File: config.mk
export PLATFORM = sky130hd
export DESIGN_NAME = hazard_scheduler
export DESIGN_NICKNAME = d
export VERILOG_FILES = /design/src/rtl/hazard_scheduler.sv
export SDC_FILE = /design/constraint.sdc
export NUM_CORES = 1
export LEC_CHECK = 0
export ABC_CLOCK_PERIOD_IN_PS = 3900
export BUFFER_PORTS_ARGS = -buffer_cell sky130_fd_sc_hd__buf_4
export CAP_MARGIN = 20
export CORE_MARGIN = 8
export CORE_UTILIZATION = 45
export CTS_BUF_LIST = sky130_fd_sc_hd__clkbuf_2
export CTS_CLUSTER_DIAMETER = 30
export DETAILED_ROUTE_END_ITERATION = 6
export HOLD_SLACK_MARGIN = 0.05
export SLEW_MARGIN = 20
export SYNTH_ARGS = -nofsm -noshare
export SYNTH_HDL_FRONTEND = slang
export SYNTH_SLANG_ARGS = --single-unit
export TNS_END_PERCENT = 5
File: constraint.sdc
create_clock -name clk -period 3.9 [get_ports clk]
set_input_delay 0.39 -clock clk [delete_from_list [all_inputs] [get_ports clk]]
set_output_delay 0.39 -clock clk [all_outputs]
set_load 0.02 [all_outputs]
File: src/rtl/hazard_scheduler.sv
// -----------------------------------------------------------------------------
// hazard_scheduler
//
// Central pipeline controller for the pipelined NAND CPU. Each cycle it decides
// whether the instruction sitting in decode issues to the action stage, keeps a
// per-register (and processor-status) scoreboard of writes that are in flight
// between issue and writeback, and produces the stall/flush controls that gate
// the fetch/decode pipeline registers. It also sequences HALT: the halting
// instruction waits in decode until every outstanding write has retired, then
// the core parks in HALTED until resume.
//
// Ports
//   clk, rst_n          clock, asynchronous active-low reset
//   d_*                 decode-stage instruction attributes (valid, operand
//                       reads, destination write, ps read/write, halt)
//   a_branch_taken      action stage resolved a taken branch this cycle
//   wb_*                writeback-stage commit of a register and/or ps
//   resume              leave HALTED
//   issue               decode instruction advances to action this cycle
//   stall_fetch         hold fetch PC and the fetch/decode register
//   flush_decode        invalidate the fetch/decode register contents
//   halted              core is halted
//   sb_err              sticky scoreboard underflow/overflow error
// -----------------------------------------------------------------------------
module hazard_scheduler #(
  parameter  int NUM_REGS     = 16,
  parameter  int MAX_INFLIGHT = 3,
  parameter  int FLUSH_CYCLES = 1,
  localparam int AW           = $clog2(NUM_REGS)
) (
  input  logic          clk,
  input  logic          rst_n,
  input  logic          d_valid,
  input  logic          d_ra_use,
  input  logic [AW-1:0] d_ra_addr,
  input  logic          d_rt_use,
  input  logic [AW-1:0] d_rt_addr,
  input  logic          d_reg_write,
  input  logic [AW-1:0] d_reg_addr,
  input  logic          d_ps_read,
  input  logic          d_ps_write,
  input  logic          d_halt,
  input  logic          a_branch_taken,
  input  logic          wb_valid,
  input  logic          wb_reg_write,
  input  logic [AW-1:0] wb_reg_addr,
  input  logic          wb_ps_write,
  input  logic          resume,
  output logic          issue,
  output logic          stall_fetch,
  output logic          flush_decode,
  output logic          halted,
  output logic          sb_err
);

  localparam int CW  = $clog2(MAX_INFLIGHT + 1);
  localparam int FCW = 3;

  localparam logic [CW-1:0]  SB_MAX     = CW'(MAX_INFLIGHT);
  localparam logic [FCW-1:0] FLUSH_LOAD = FCW'(FLUSH_CYCLES - 1);

  typedef enum logic [1:0] {
    ST_RUN,
    ST_FLUSH,
    ST_DRAIN,
    ST_HALTED
  } state_t;

  state_t         r_state;
  state_t         w_state_nxt;
  logic [FCW-1:0] r_flush_cnt;
  logic [FCW-1:0] w_flush_cnt_nxt;

  logic [CW-1:0]  r_pend     [NUM_REGS];
  logic [CW-1:0]  w_pend_nxt [NUM_REGS];
  logic [NUM_REGS-1:0] w_reg_err;
  logic [CW-1:0]  r_ps_pend;
  logic [CW-1:0]  w_ps_pend_nxt;
  logic           w_ps_err;
  logic           r_sb_err;

  logic           w_hazard;
  logic           w_all_idle;
  logic           w_issue;
  logic           w_flush;
  logic           w_stall;

  // Next value of one scoreboard counter plus an error flag in the MSB.
  // A simultaneous increment and decrement cancel out; an increment at the
  // ceiling or a decrement at zero holds the counter and flags the error.
  function automatic logic [CW:0] sb_next(input logic [CW-1:0] cnt,
                                          input logic          inc,
                                          input logic          dec);
    logic [CW-1:0] nxt;
    logic          err;
    nxt = cnt;
    err = 1'b0;
    if (inc && !dec) begin
      if (cnt == SB_MAX) err = 1'b1;
      else               nxt = cnt + CW'(1);
    end else if (dec && !inc) begin
      if (cnt == '0) err = 1'b1;
      else           nxt = cnt - CW'(1);
    end
    return {err, nxt};
  endfunction

  // ---------------------------------------------------------------------------
  // Hazard detection from registered counters only: no bypass, so a consumer
  // waits until the cycle after its producer's writeback.
  // ---------------------------------------------------------------------------
  always_comb begin
    w_hazard = (d_ra_use    && (r_pend[d_ra_addr]  != '0))
            || (d_rt_use    && (r_pend[d_rt_addr]  != '0))
            || (d_ps_read   && (r_ps_pend          != '0))
            || (d_reg_write && (r_pend[d_reg_addr] == SB_MAX))
            || (d_ps_write  && (r_ps_pend          == SB_MAX));
  end

  always_comb begin
    w_all_idle = (r_ps_pend == '0);
    for (int i = 0; i < NUM_REGS; i++) begin
      if (r_pend[i] != '0) w_all_idle = 1'b0;
    end
  end

  // ---------------------------------------------------------------------------
  // Pipeline controls. Outputs are forced low while reset is asserted so the
  // pipeline registers see a quiet controller regardless of decode inputs.
  // ---------------------------------------------------------------------------
  always_comb begin
    w_issue = (r_state == ST_RUN) && d_valid && !w_hazard
           && !a_branch_taken && !d_halt;
    // The resume term gives the one-cycle clean-restart flush on HALTED->RUN;
    // a branch seen while halted is stale and ignored.
    w_flush = (a_branch_taken && (r_state != ST_HALTED))
           || (r_state == ST_FLUSH)
           || ((r_state == ST_HALTED) && resume);
    w_stall = (d_valid && !w_issue && !w_flush)
           || (r_state == ST_HALTED) || (r_state == ST_DRAIN);
  end

  assign issue        = rst_n && w_issue;
  assign flush_decode = rst_n && w_flush;
  assign stall_fetch  = rst_n && w_stall;
  assign halted       = rst_n && (r_state == ST_HALTED);
  assign sb_err       = r_sb_err;

  // ---------------------------------------------------------------------------
  // Scoreboard next-state
  // ---------------------------------------------------------------------------
  always_comb begin
    for (int i = 0; i < NUM_REGS; i++) begin
      {w_reg_err[i], w_pend_nxt[i]} =
        sb_next(r_pend[i],
                w_issue && d_reg_write && (d_reg_addr == AW'(i)),
                wb_valid && wb_reg_write && (wb_reg_addr == AW'(i)));
    end
    {w_ps_err, w_ps_pend_nxt} = sb_next(r_ps_pend,
                                        w_issue && d_ps_write,
                                        wb_valid && wb_ps_write);
  end

  // ---------------------------------------------------------------------------
  // FSM next-state
  // ---------------------------------------------------------------------------
  always_comb begin
    // NOTE: every always_comb output gets a default first so no path leaves
    // it unassigned, which would otherwise infer a latch.
    w_state_nxt     = r_state;
    w_flush_cnt_nxt = r_flush_cnt;
    case (r_state)
      ST_RUN: begin
        if (a_branch_taken) begin
          w_state_nxt     = ST_FLUSH;
          w_flush_cnt_nxt = FLUSH_LOAD;
        end else if (d_valid && d_halt && !w_hazard) begin
          w_state_nxt = ST_DRAIN;
        end
      end
      ST_FLUSH: begin
        // A further taken branch restarts the flush window.
        if (a_branch_taken) begin
          w_flush_cnt_nxt = FLUSH_LOAD;
        end else if (r_flush_cnt == '0) begin
          w_state_nxt = ST_RUN;
        end else begin
          w_flush_cnt_nxt = r_flush_cnt - FCW'(1);
        end
      end
      ST_DRAIN: begin
        // The branch is older than the HALT waiting in decode, so it wins.
        if (a_branch_taken) begin
          w_state_nxt     = ST_FLUSH;
          w_flush_cnt_nxt = FLUSH_LOAD;
        end else if (w_all_idle && !wb_valid) begin
          w_state_nxt = ST_HALTED;
        end
      end
      ST_HALTED: begin
        if (resume) w_state_nxt = ST_RUN;
      end
      default: w_state_nxt = ST_RUN;
    endcase
  end

  // ---------------------------------------------------------------------------
  // State registers
  // ---------------------------------------------------------------------------
  // NOTE: sequential state uses non-blocking assignments so every register
  // samples pre-edge values regardless of statement order.
  always_ff @(posedge clk or negedge rst_n) begin
    if (!rst_n) begin
      r_state     <= ST_RUN;
      r_flush_cnt <= '0;
      r_ps_pend   <= '0;
      r_sb_err    <= 1'b0;
      // NOTE: the scoreboard array is reset like any other register because a
      // stale nonzero count would stall the pipeline forever.
      for (int i = 0; i < NUM_REGS; i++) r_pend[i] <= '0;
    end else begin
      r_state     <= w_state_nxt;
      r_flush_cnt <= w_flush_cnt_nxt;
      r_ps_pend   <= w_ps_pend_nxt;
      if ((|w_reg_err) || w_ps_err) r_sb_err <= 1'b1;
      for (int i = 0; i < NUM_REGS; i++) r_pend[i] <= w_pend_nxt[i];
    end
  end

endmodule

==> results of run 1 <==
[timing repair]
item	in CTS	in global routing
cloned	2	0
pin swaps	3	3
hold buffers	1	0
endpoints found under the setup margin	1	1
setup buffers	4	1
hold endpoints to repair	25	0
gates resized for setup	3	3
[Yosys cell counts (all sizes together), types with 2 or more instances]
master	number
mux2i	6
nor3b	5
ha	36
mux4	15
o21ai	54
inv	34
dfrtp	40
nand3b	6
nand3	9
a31oi	7
o211ai	2
buf	9
o21bai	2
nor2	42
a22o	2
nor4	2
nor4b	7
nand4	24
nor2b	15
o31ai	9
nand2	43
a221o	7
a21o	2
nor3	6
and2	11
clkbuf	11
and3	5
a311oi	2
and4	16
a32oi	6
a32o	3
a21oi	13
[kinds of logic after synthesis]
| family | Yosys count | share of synthesized area (%) |
|---|---|---|
| AO/OA/AOI/OAI | 113 | 19.2 |
| adder cells (fa/ha/maj) | 36 | 11.5 |
| AND/OR/NAND/NOR | 197 | 27.8 |
| multiplexers | 21 | 10.2 |
| buffers and inverters | 54 | 5.85 |
| flip-flops | 40 | 25.6 |
[sequential cells by signal, indices dropped and copies added (netlist names)]
name,flops
r_pend,32
r_flush_cnt,3
sb_err,1
r_state,2
r_ps_pend,2
[metal layers]
layer  share of wire [%]  vias to the layer above
li1                    -                     1958
met1                  41                     1998
met2                  47                      197
met3                 8.4                       38
met4                 3.5                        0
met5                   0                        -
[path summary, 6_finish.rpt]
path | slack, ns | to | start
worst max-delay path | -0.08 | sb_err | r_pend[23]
worst min register to register | 0.56 | r_flush_cnt[1] | r_flush_cnt[1]
min in group asynchronous | 0.40 | r_pend[21] | rst_n
worst max register to register | -0.08 | sb_err | r_pend[23]
max in group asynchronous | 2.93 | r_pend[2] | rst_n
worst min-delay path | 0.15 | r_state[0] | resume
[layout make-up]
cell class / instances / area [sq um] / share of cell area [%]
multi-input cells: 369 / 2750 / 55.4
inverters: 34 / 128 / 2.57
repair buffers: 121 / 915 / 18.4
flip-flops and latches: 40 / 1000 / 20.1
well taps: 108 / 135 / 2.72
clock buffers: 5 / 25.0 / 0.504
clock inverters: 3 / 13.8 / 0.277
[per-stage QoR]
step / instances / power [mW] / instance area, sq um
floorplan: 461 / 0.494 / 3920
global placement: 664 / 0.561 / 4820
detailed placement: 664 / 0.563 / 4820
CTS: 679 / 0.773 / 4940
global route: 680 / 0.801 / 4970
finish: 680 / 0.764 / 4970
[worst max-delay path, delay by kind of cell, from the launching register on]
kind	cells	cell delay [ns]
muxes	1	0.48
buffers and inverters	3	0.45
adders and majority gates	1	0.21
and+or+nand+nor	6	1.38
AOI/OAI and AO/OA	3	0.93
DFF	1	0.42
[where the power goes]
group / leakage, nW / internal [mW] / switching [mW] / total [mW]
logic: 1.77 / 0.0622 / 0.0864 / 0.149
registers: 0.551 / 0.417 / 0.00292 / 0.420
clock network: 0.0302 / 0.0403 / 0.155 / 0.195
==> impl_results.md, run 1 <==
- Die height: around 110 microns
- PD cells: roughly 150 mW/mm^2
- ANT cells: 0
- Mapped Nets: about 530
- Asr flop ratio synth: between 90% and 100%
- Syn Inst Count: about 460
- H-tree depth: 2
- Die area: 0.0119 sq mm
- Drt drc: 0
- Max_slew headroom: 52.1%
- GRT met3 Usage: 4.63%
- Max Fclk: 0.251 GHz
- Crit-path slowest cell: mux4_2
- CP Launch Type: flip-flop
- Top-Level Pins: 35
- Clock sink total: 40
- Largest net degree at the start of global routing: 31
- VDD IR max: roughly 0.11 mV
- IO Port Bufs: 34
- Drt total wl: about 13 mm
- Worst setup EP type: flip-flop
- Predominant post-synthesis flop cell: dfrtp_1
- Aggregate global-route resource usage: about 22%
- Initial core utilization: a little under half
- Syn Std Cell Area: around 0.004 sq mm
- Row count: 34
- DP Worst Slack: -0.119 ns
- Gpl congestion: between 0.9 and 1
- Crit path top cell by count: buf_4
- Vias in the first global route: just under 4000
- Fin crit share: 102%
- Fill cells: around 800
- Hold Path Class: in2reg
- Min setup slack post-route: -0.0796 ns
- Setup TNS: -0.0796 ns
- TritonCTS clock tree: built
- Arr. time, crit path: ~4.3 ns
- Slew Limit Fails: 0
- Crit-path cells: nor2_2 -> mux4_2 -> and3b_4 -> a311oi_4 -> a311oi_4 -> buf_4 -> buf_4 -> and4_1 -> ha_1 -> buf_4 -> a31oi_1 -> nand4_1 -> or4_1 -> or3_1
- DRT Pass-1 Iters: 5
- Sequential area share after synthesis: roughly a quarter
- Critical path class: reg2reg
- Final Hold Vio Count: 0
- Top cell type's share of synthesized area: roughly 26%
- Worst Hold Depth: 2
- Synth Warn #: 0
- CP max stage delay: between 0.4 and 0.5 ns
- Area contributors post-synth: dfrtp_1 26%, ha_1 12%, mux4_2 8.6%, o21ai_0 6.8%, nand2_1 4.1%
- Max-cap viol count: 0
- #FFs+latches synth: 40
- Most frequent cells in the layout: 119 x buf_4, 53 x o21ai_0, 43 x nand2_1
- EDFF count, synth: 0
- Vias per cell: slightly above 6
- Die X: approximately 110 microns
- Skew-Pair Late Insertion Delay: 0.42 ns
- Count of final setup violators: 1
- Yosys cell types: 47
- Final core utilization: between 50 and 60%
- Share of layout cells above drive strength 1: 27.1%
- Hold slack: between 0.15 and 0.2 ns
- Worst-path clk slew: between 0.2 and 0.25 ns
- Synth area leader: dfrtp_1
- Clock tree buffer depth: 2
- Post-layout minimum cycle time: between 3 and 4 ns
- Via count: 4191
- CP Data Required Time: roughly 4.2 ns
- RSZ-0062 raised after global routing: yes
- Worst slew pin tran: between 0.7 and 0.8 ns
- Core Box Area: between 0.008 and 0.009 sq mm
- M2 GR Usage: 36.6%
- Final net count: about 640
- Final Skew: about 0.014 ns
- CTS buffer count: 5
- GRT Residual Overflow: 0
- Crit path max fanout: 6
- Wirelength per Cell: 19.1 microns
- Final ANT Viol Nets: 0
- Initial antenna violation count: 0
- Syn_area_per_cell: about 8.5 sq um
- Violated checks: setup timing
- Status: finished with violations
- GR peak layer: met2
- Leakage power: 2.35 nW
- Initial drt markers: around 340
- Final HPWL DP: 10.0 mm
- Met1 Use GR: between 20% and 30%
- Area growth syn-to-layout: 26.9%
- First-pass GRT wire length: about 20 mm
- Most common cell after layout, fill and taps aside: buf_4
- Reg2Reg Depth: 14
- Root buf cell: clkbuf_2
Note: power is estimated with default switching activity, not from simulation.
==> inputs of run 2 (changes only) <==
Settings changed: CORE_MARGIN 8 to 3, TNS_END_PERCENT 5 to unset.
==> run 2 against run 1 <==
Compared with the run above:
- the run now ends clean
- register-to-register slack better by 0.16 ns
- fmax up 4.1%
- sequential power about the same
- global-route usage up 5.5 points
- non-clock buffer count up 8
- worst setup slack better by 0.16 ns
- clock skew up 0.024 ns
- first-iteration DRC count up 27%
- via count down 2.2%
- clock-buffer cell count unchanged
- largest power group unchanged
==> impl_results.md, run 2 (synthesis gave the netlist of run 1 again) <==
- ANT cells: 0 (unchanged)
- Hold Path Class: in2reg (unchanged)
- Skew-Pair Late Insertion Delay: 0.44 ns (was 0.42 ns)
- Count of final setup violators: 0 (was 1)
- Initial core utilization: 47.0% (was 45.6%)
- Final HPWL DP: 10.2 mm (was 10.0 mm)
- Via count: 4097 (was 4191)
- VDD IR max: 0.123 mV (was 0.108 mV)
- PD cells: 165 mW/mm^2 (was 154 mW/mm^2)
- Row count: 33 (was 34)
- Core Box Area: 0.00834 sq mm (was 0.00859 sq mm)
- Hold slack: 0.117 ns (was 0.151 ns)
- Fin crit share: 98.0% (was 102%)
- Clock tree buffer depth: 2 (unchanged)
- DP Worst Slack: -0.225 ns (was -0.119 ns)
- CP Launch Type: flip-flop (unchanged)
- Worst slew pin tran: 0.681 ns (was 0.716 ns)
- DRT Pass-1 Iters: 7 (was 5)
- Most common cell after layout, fill and taps aside: buf_4 (unchanged)
- Clock sink total: 40 (unchanged)
- Worst setup EP type: flip-flop (unchanged)
- Wirelength per Cell: 19.9 microns (was 19.1 microns)
- Area growth syn-to-layout: 31.5% (was 26.9%)
- Final ANT Viol Nets: 0 (unchanged)
- Die height: 99.3 microns (was 109 microns)
- Die X: 99.3 microns (was 109 microns)
- Largest net degree at the start of global routing: 45 (was 31)
- Worst-path clk slew: 0.26 ns (was 0.23 ns)
- Leakage power: 2.41 nW (was 2.35 nW)
- Die area: 0.00986 sq mm (was 0.0119 sq mm)
- Gpl congestion: 0.961 (was 0.970)
- Aggregate global-route resource usage: 27.6% (was 22.1%)
- IO Port Bufs: 34 (unchanged)
- Register name with the most flops: r_pend (unchanged)
- Flip-flop count of the largest register, all copies and words added: 32 (unchanged)
- Status: completed (was finished with violations)
- Final Hold Vio Count: 0 (unchanged)
- Most frequent cells in the layout: 125 x buf_4, 53 x o21ai_0, 42 x nand2_1 (was 119 x buf_4, 53 x o21ai_0, 43 x nand2_1)
- Drt drc: 0 (unchanged)
- Crit path max fanout: 6 (unchanged)
- Vias per cell: 5.97 (was 6.16)
- Max Fclk: 0.262 GHz (was 0.251 GHz)
- Initial drt markers: 434 (was 342)
- Vias in the first global route: 3896 (was 3897)
- Critical path class: reg2reg (unchanged)
- Share of layout cells above drive strength 1: 32.0% (was 27.1%)
- Initial antenna violation count: 0 (unchanged)
- Slew Limit Fails: 0 (unchanged)
- GRT Residual Overflow: 0 (unchanged)
- H-tree depth: 2 (unchanged)
- Post-layout minimum cycle time: 3.82 ns (was 3.98 ns)
- CTS buffer count: 5 (unchanged)
- Arr. time, crit path: 4.18 ns (was 4.31 ns)
- First-pass GRT wire length: 21.1 mm (was 20.4 mm)
- Final Skew: 0.0388 ns (was 0.0145 ns)
- Min setup slack post-route: 0.0779 ns (was -0.0796 ns)
- Drt total wl: 13.7 mm (was 13.0 mm)
- CP Data Required Time: 4.26 ns (was 4.23 ns)
- Max_slew headroom: 54.4% (was 52.1%)
- Root buf cell: clkbuf_2 (unchanged)
- TritonCTS clock tree: built (unchanged)
- Top-Level Pins: 35 (unchanged)
- Max-cap viol count: 0 (unchanged)
- Final net count: 646 (was 637)
- Biggest regs: r_pend x32, r_flush_cnt x3 (unchanged)
==> run 2: cell types whose count changed in the layout (fill, tap and decap cells not counted), moves of 2 or more <==
| cell | change |
|---|---|
| buf_6 | +2 |
| and2_1 | -4 |
| ha_2 | +6 |
| nor2_4 | +5 |
| buf_4 | +6 |
| nor2_1 | -6 |
| ha_1 | -6 |
| and2_4 | +4 |
==> run 2: layout make-up <==
| type | instances | area [sq um] |
|---|---|---|
| fill | 742 | 3190 |
| multi-input combinational | 370 | 2840 |
| tap | 105 | 131 |
| clock buffer | 5 | 25.0 |
| sequential | 40 | 1000 |
| inverter | 34 | 128 |
| timing repair buffer | 129 | 982 |
| clock inverter | 3 | 42.5 |
==> run 2: repair_timing <==
| action | in CTS | in global routing |
|---|---|---|
| setup buffers | 7 | 5 |
| resized for setup | 3 | 31 |
| cloned | 1 | 2 |
| endpoints found under the hold margin | 40 | 0 |
| hold buffers | 1 | 0 |
| setup endpoints to repair | 1 | 1 |
| pin swaps | 2 | 18 |
==> run 2: critical path, stage by stage, from the launching register on <==
cell and delay (ns):
dfrtp_1 0.46, nor2_4 0.07, mux4_2 0.44, and3b_4 0.20, a311oi_4 0.31, a311oi_4 0.22, buf_4 0.19, and4_1 0.15
ha_2 0.18, buf_4 0.13, and2_4 0.13, a22oi_2 0.18, nand4_1 0.15, or4_1 0.53, or3_1 0.38
==> run 2: through the flow <==
stage	TNS (ns)	instances	utilization (%)	power, mW	cell area [sq um]
3_3_place_gp	-0.218	664	58.0	0.562	4840
6_report	0	686	61.8	0.849	5150
4_1_cts	0	680	59.8	0.845	4990
3_5_place_dp	-0.225	664	58.0	0.565	4840
5_1_grt	-0.0193	686	61.8	0.877	5150
2_1_floorplan	0	461	-	0.494	3920
==> run 2: metal layers <==
layer | track usage, % | up-vias | share of wire, %
met5 | 0 | - | 0
met2 | 45.7 | 121 | 47
met1 | 37.5 | 1974 | 44
met4 | 9.03 | 0 | 3.4
met3 | 3.30 | 28 | 6.2
li1 | - | 1974 | -
==> run 2: report_power, final <==
| group | switching, mW | total [mW] | internal (mW) |
|---|---|---|---|
| Sequential | 0.00315 | 0.421 | 0.418 |
| Clock | 0.163 | 0.270 | 0.107 |
| Combinational | 0.0910 | 0.158 | 0.0675 |
| Total | 0.257 | 0.849 | 0.592 |
==> run 2: final timing paths <==
check,cells after the start,slack [ns],start,to
worst max-delay path,14,0.08,r_pend[23],sb_err
worst min-delay path,2,0.12,resume,r_state[0]
worst max register to register,14,0.08,r_pend[23],sb_err
worst min register to register,1,0.58,r_flush_cnt[1],r_flush_cnt[1]
max in group asynchronous,2,3.05,rst_n,r_pend[1]
min in group asynchronous,2,0.44,rst_n,r_pend[13]
==> inputs of run 3 (changes only) <==
Settings changed: CAP_MARGIN 20 to 0, CELL_PAD_IN_SITES_DETAIL_PLACEMENT set to 1, CELL_PAD_IN_SITES_GLOBAL_PLACEMENT set to 1, PLACE_DENSITY_LB_ADDON set to 0.1.
==> run 3 against run 2 <==
Compared with the run above:
- the flow now finishes with violations (setup timing)
- critical path depth increased by 1
- non-clock buffer count increased by 4
- sequential power about the same
- utilization increased by 1.1 points
==> impl_results.md, run 3 (synthesis gave the netlist of run 1 again) <==
- Top-Level Pins: 35 (unchanged)
- Max_slew headroom: 58.2% (was 54.4%)
- Drt drc: 0 (unchanged)
- Aggregate global-route resource usage: 32.3% (was 27.6%)
- Drt total wl: 18.0 mm (was 13.7 mm)
- Initial core utilization: 47.0% (unchanged)
- Count of final setup violators: 1 (was 0)
- Final net count: 648 (was 646)
- Fin crit share: 103% (was 98.0%)
- Final HPWL DP: 11.9 mm (was 10.2 mm)
- Worst setup EP type: flip-flop (unchanged)
- Switch Pwr: 0.280 mW (was 0.257 mW)
- Final core utilization: 62.9% (was 61.8%)
- Die height: 99.3 microns (unchanged)
- Hold Path Class: in2reg (unchanged)
- IO Port Bufs: 34 (unchanged)
- Via count: 4654 (was 4097)
- Area growth syn-to-layout: 34.0% (was 31.5%)
- Final Hold Vio Count: 0 (unchanged)
- CP max stage delay: 0.55 ns (was 0.53 ns)
- Wirelength per Cell: 26.2 microns (was 19.9 microns)
- CP Launch Type: flip-flop (unchanged)
- Root buf cell: clkbuf_2 (unchanged)
- Most common cell after layout, fill and taps aside: buf_4 (unchanged)
- Tot Pwr: 0.873 mW (was 0.849 mW)
- Min setup slack post-route: -0.128 ns (was 0.0779 ns)
- Register name with the most flops: r_pend (unchanged)
- Gpl congestion: 0.974 (was 0.961)
- Crit-path cells: buf_4 -> buf_4 -> mux4_2 -> nor2_1 -> nor3_1 -> o21ai_2 -> buf_12 -> and2_4 -> and3_1 -> ha_1 -> nor4b_1 -> a31oi_1 -> nand4_1 -> or4_1 -> or3_1 (was nor2_4 -> mux4_2 -> and3b_4 -> a311oi_4 -> a311oi_4 -> buf_4 -> and4_1 -> ha_2 -> buf_4 -> and2_4 -> a22oi_2 -> nand4_1 -> or4_1 -> or3_1)
- Int Power: 0.593 mW (was 0.592 mW)
- Slew Limit Fails: 0 (unchanged)
- Share of layout cells above drive strength 1: 34.3% (was 32.0%)
- Leakage power: 2.48 nW (was 2.41 nW)
- CTS buffer count: 5 (unchanged)
- First-pass GRT wire length: 24.5 mm (was 21.1 mm)
- VDD IR max: 0.112 mV (was 0.123 mV)
- Violated checks: setup timing
- Initial drt markers: 515 (was 434)
- TritonCTS clock tree: built (unchanged)
- CP Data Required Time: 4.29 ns (was 4.26 ns)
- Flop pwr share: 48.2% (was 49.6%)
- Critical path class: reg2reg (unchanged)
- Skew-Pair Late Insertion Delay: 0.48 ns (was 0.44 ns)
- M2 GR Usage: 51.9% (was 45.7%)
- Vias in the first global route: 4478 (was 3896)
- H-tree depth: 2 (unchanged)
- Largest net degree at the start of global routing: 45 (unchanged)
- Status: finished with violations (was completed)
- Max Fclk: 0.248 GHz (was 0.262 GHz)
- Setup TNS: -0.128 ns (was 0 ns)
- Final ANT Viol Nets: 0 (unchanged)
- Max-cap viol count: 0 (unchanged)
- Biggest regs: r_pend x32, r_flush_cnt x3 (unchanged)
- Row count: 33 (unchanged)
- Comb power frac: 19.0% (was 18.7%)
- DP Worst Slack: -0.209 ns (was -0.225 ns)
- Clock tree buffer depth: 2 (unchanged)
- GRT Residual Overflow: 0 (unchanged)
- Most frequent cells in the layout: 125 x buf_4, 53 x o21ai_0, 43 x nand2_1 (was 125 x buf_4, 53 x o21ai_0, 42 x nand2_1)
- Final Skew: 0.0174 ns (was 0.0388 ns)
- Core Box Area: 0.00834 sq mm (unchanged)
- Crit-path slowest cell: or4_1 (unchanged)
- Initial antenna violation count: 0 (unchanged)
- Clock sink total: 40 (unchanged)
- Sw Share: 32.0% (was 30.3%)
- DRT Pass-1 Iters: 7 (unchanged)
- Die area: 0.00986 sq mm (unchanged)
- Crit path max fanout: 14 (was 6)
- Post-layout minimum cycle time: 4.03 ns (was 3.82 ns)
- GR peak layer: met2 (unchanged)
- Hold slack: 0.105 ns (was 0.117 ns)
- Worst slew pin tran: 0.625 ns (was 0.681 ns)
- Vias per cell: 6.76 (was 5.97)
- Worst-path clk slew: 0.26 ns (about the same)
- Die X: 99.3 microns (unchanged)
- Flip-flop count of the largest register, all copies and words added: 32 (unchanged)
- ANT cells: 0 (unchanged)
- Arr. time, crit path: 4.42 ns (was 4.18 ns)
- Crit path top cell by count: buf_4
- Clk pwr share: 32.8% (was 31.8%)
- PD cells: 166 mW/mm^2 (was 165 mW/mm^2)
- Met1 Use GR: 40.2% (was 37.5%)
- GRT met3 Usage: 7.99% (was 3.30%)
-- run 3: changes by cell type in the layout (fill, tap and decap cells not counted), sizes merged --
cell / delta
buf: +3
clkbuf: +1
o21ai: -1
a311oi: -1
-- run 3: final cells by class --
class / instances / area (sq um)
clock inverter: 3 / 42.5
fill: 1013 / 3090
multi-input combinational: 368 / 2870
sequential: 40 / 1000
clock buffer: 5 / 25.0
timing repair buffer: 133 / 1050
inverter: 34 / 128
tap: 105 / 131
-- run 3: power groups by stage --
stage | Combinational [mW] | Sequential [mW] | Clock, mW
after floorplan | 0.0680 | 0.426 | 0
after global placement | 0.134 | 0.427 | 0
after detailed placement | 0.139 | 0.427 | 0
after CTS | 0.149 | 0.421 | 0.286
after global routing | 0.175 | 0.422 | 0.304
final | 0.166 | 0.421 | 0.286
-- run 3: worst paths after layout --
kind	from	end	slack (ns)	cells after the start
worst min-delay path	resume	r_state[0]	0.11	2
worst min register to register	r_flush_cnt[1]	r_flush_cnt[1]	0.58	1
max in group asynchronous	rst_n	r_ps_pend[1]	3.06	2
worst max-delay path	r_pend[2]	sb_err	-0.13	15
min in group asynchronous	rst_n	r_pend[9]	0.42	2
worst max register to register	r_pend[2]	sb_err	-0.13	15
-- run 3: through the flow --
step	instances	area, sq um
after floorplan	461	3920
after global placement	661	4830
after detailed placement	661	4830
after CTS	675	4960
after global routing	688	5250
final	688	5250
-- run 3: routing by layer --
metal / up-vias / share of wire [%]
li1: 1967 / -
met1: 2283 / 38
met2: 294 / 47
met3: 110 / 9.0
met4: 0 / 6.5
met5: - / 0
-- run 3: repair_timing --
item / in CTS / in global routing
hold buffers: 1 / 0
pin swaps: 2 / 25
cloned: 1 / 1
setup endpoints to repair: 1 / 1
gates resized for setup: 2 / 45
buffers inserted: 4 / 15
hold endpoints to repair: 40 / 0
-- run 3: worst max-delay path: cells and delay by family (launching register included) --
family	cells	cell delay (ns)
mux	1	0.48
buf+inv	3	0.47
fa+ha+maj	1	0.21
compound gates	2	0.50
flops	1	0.48
simple gates	8	1.78
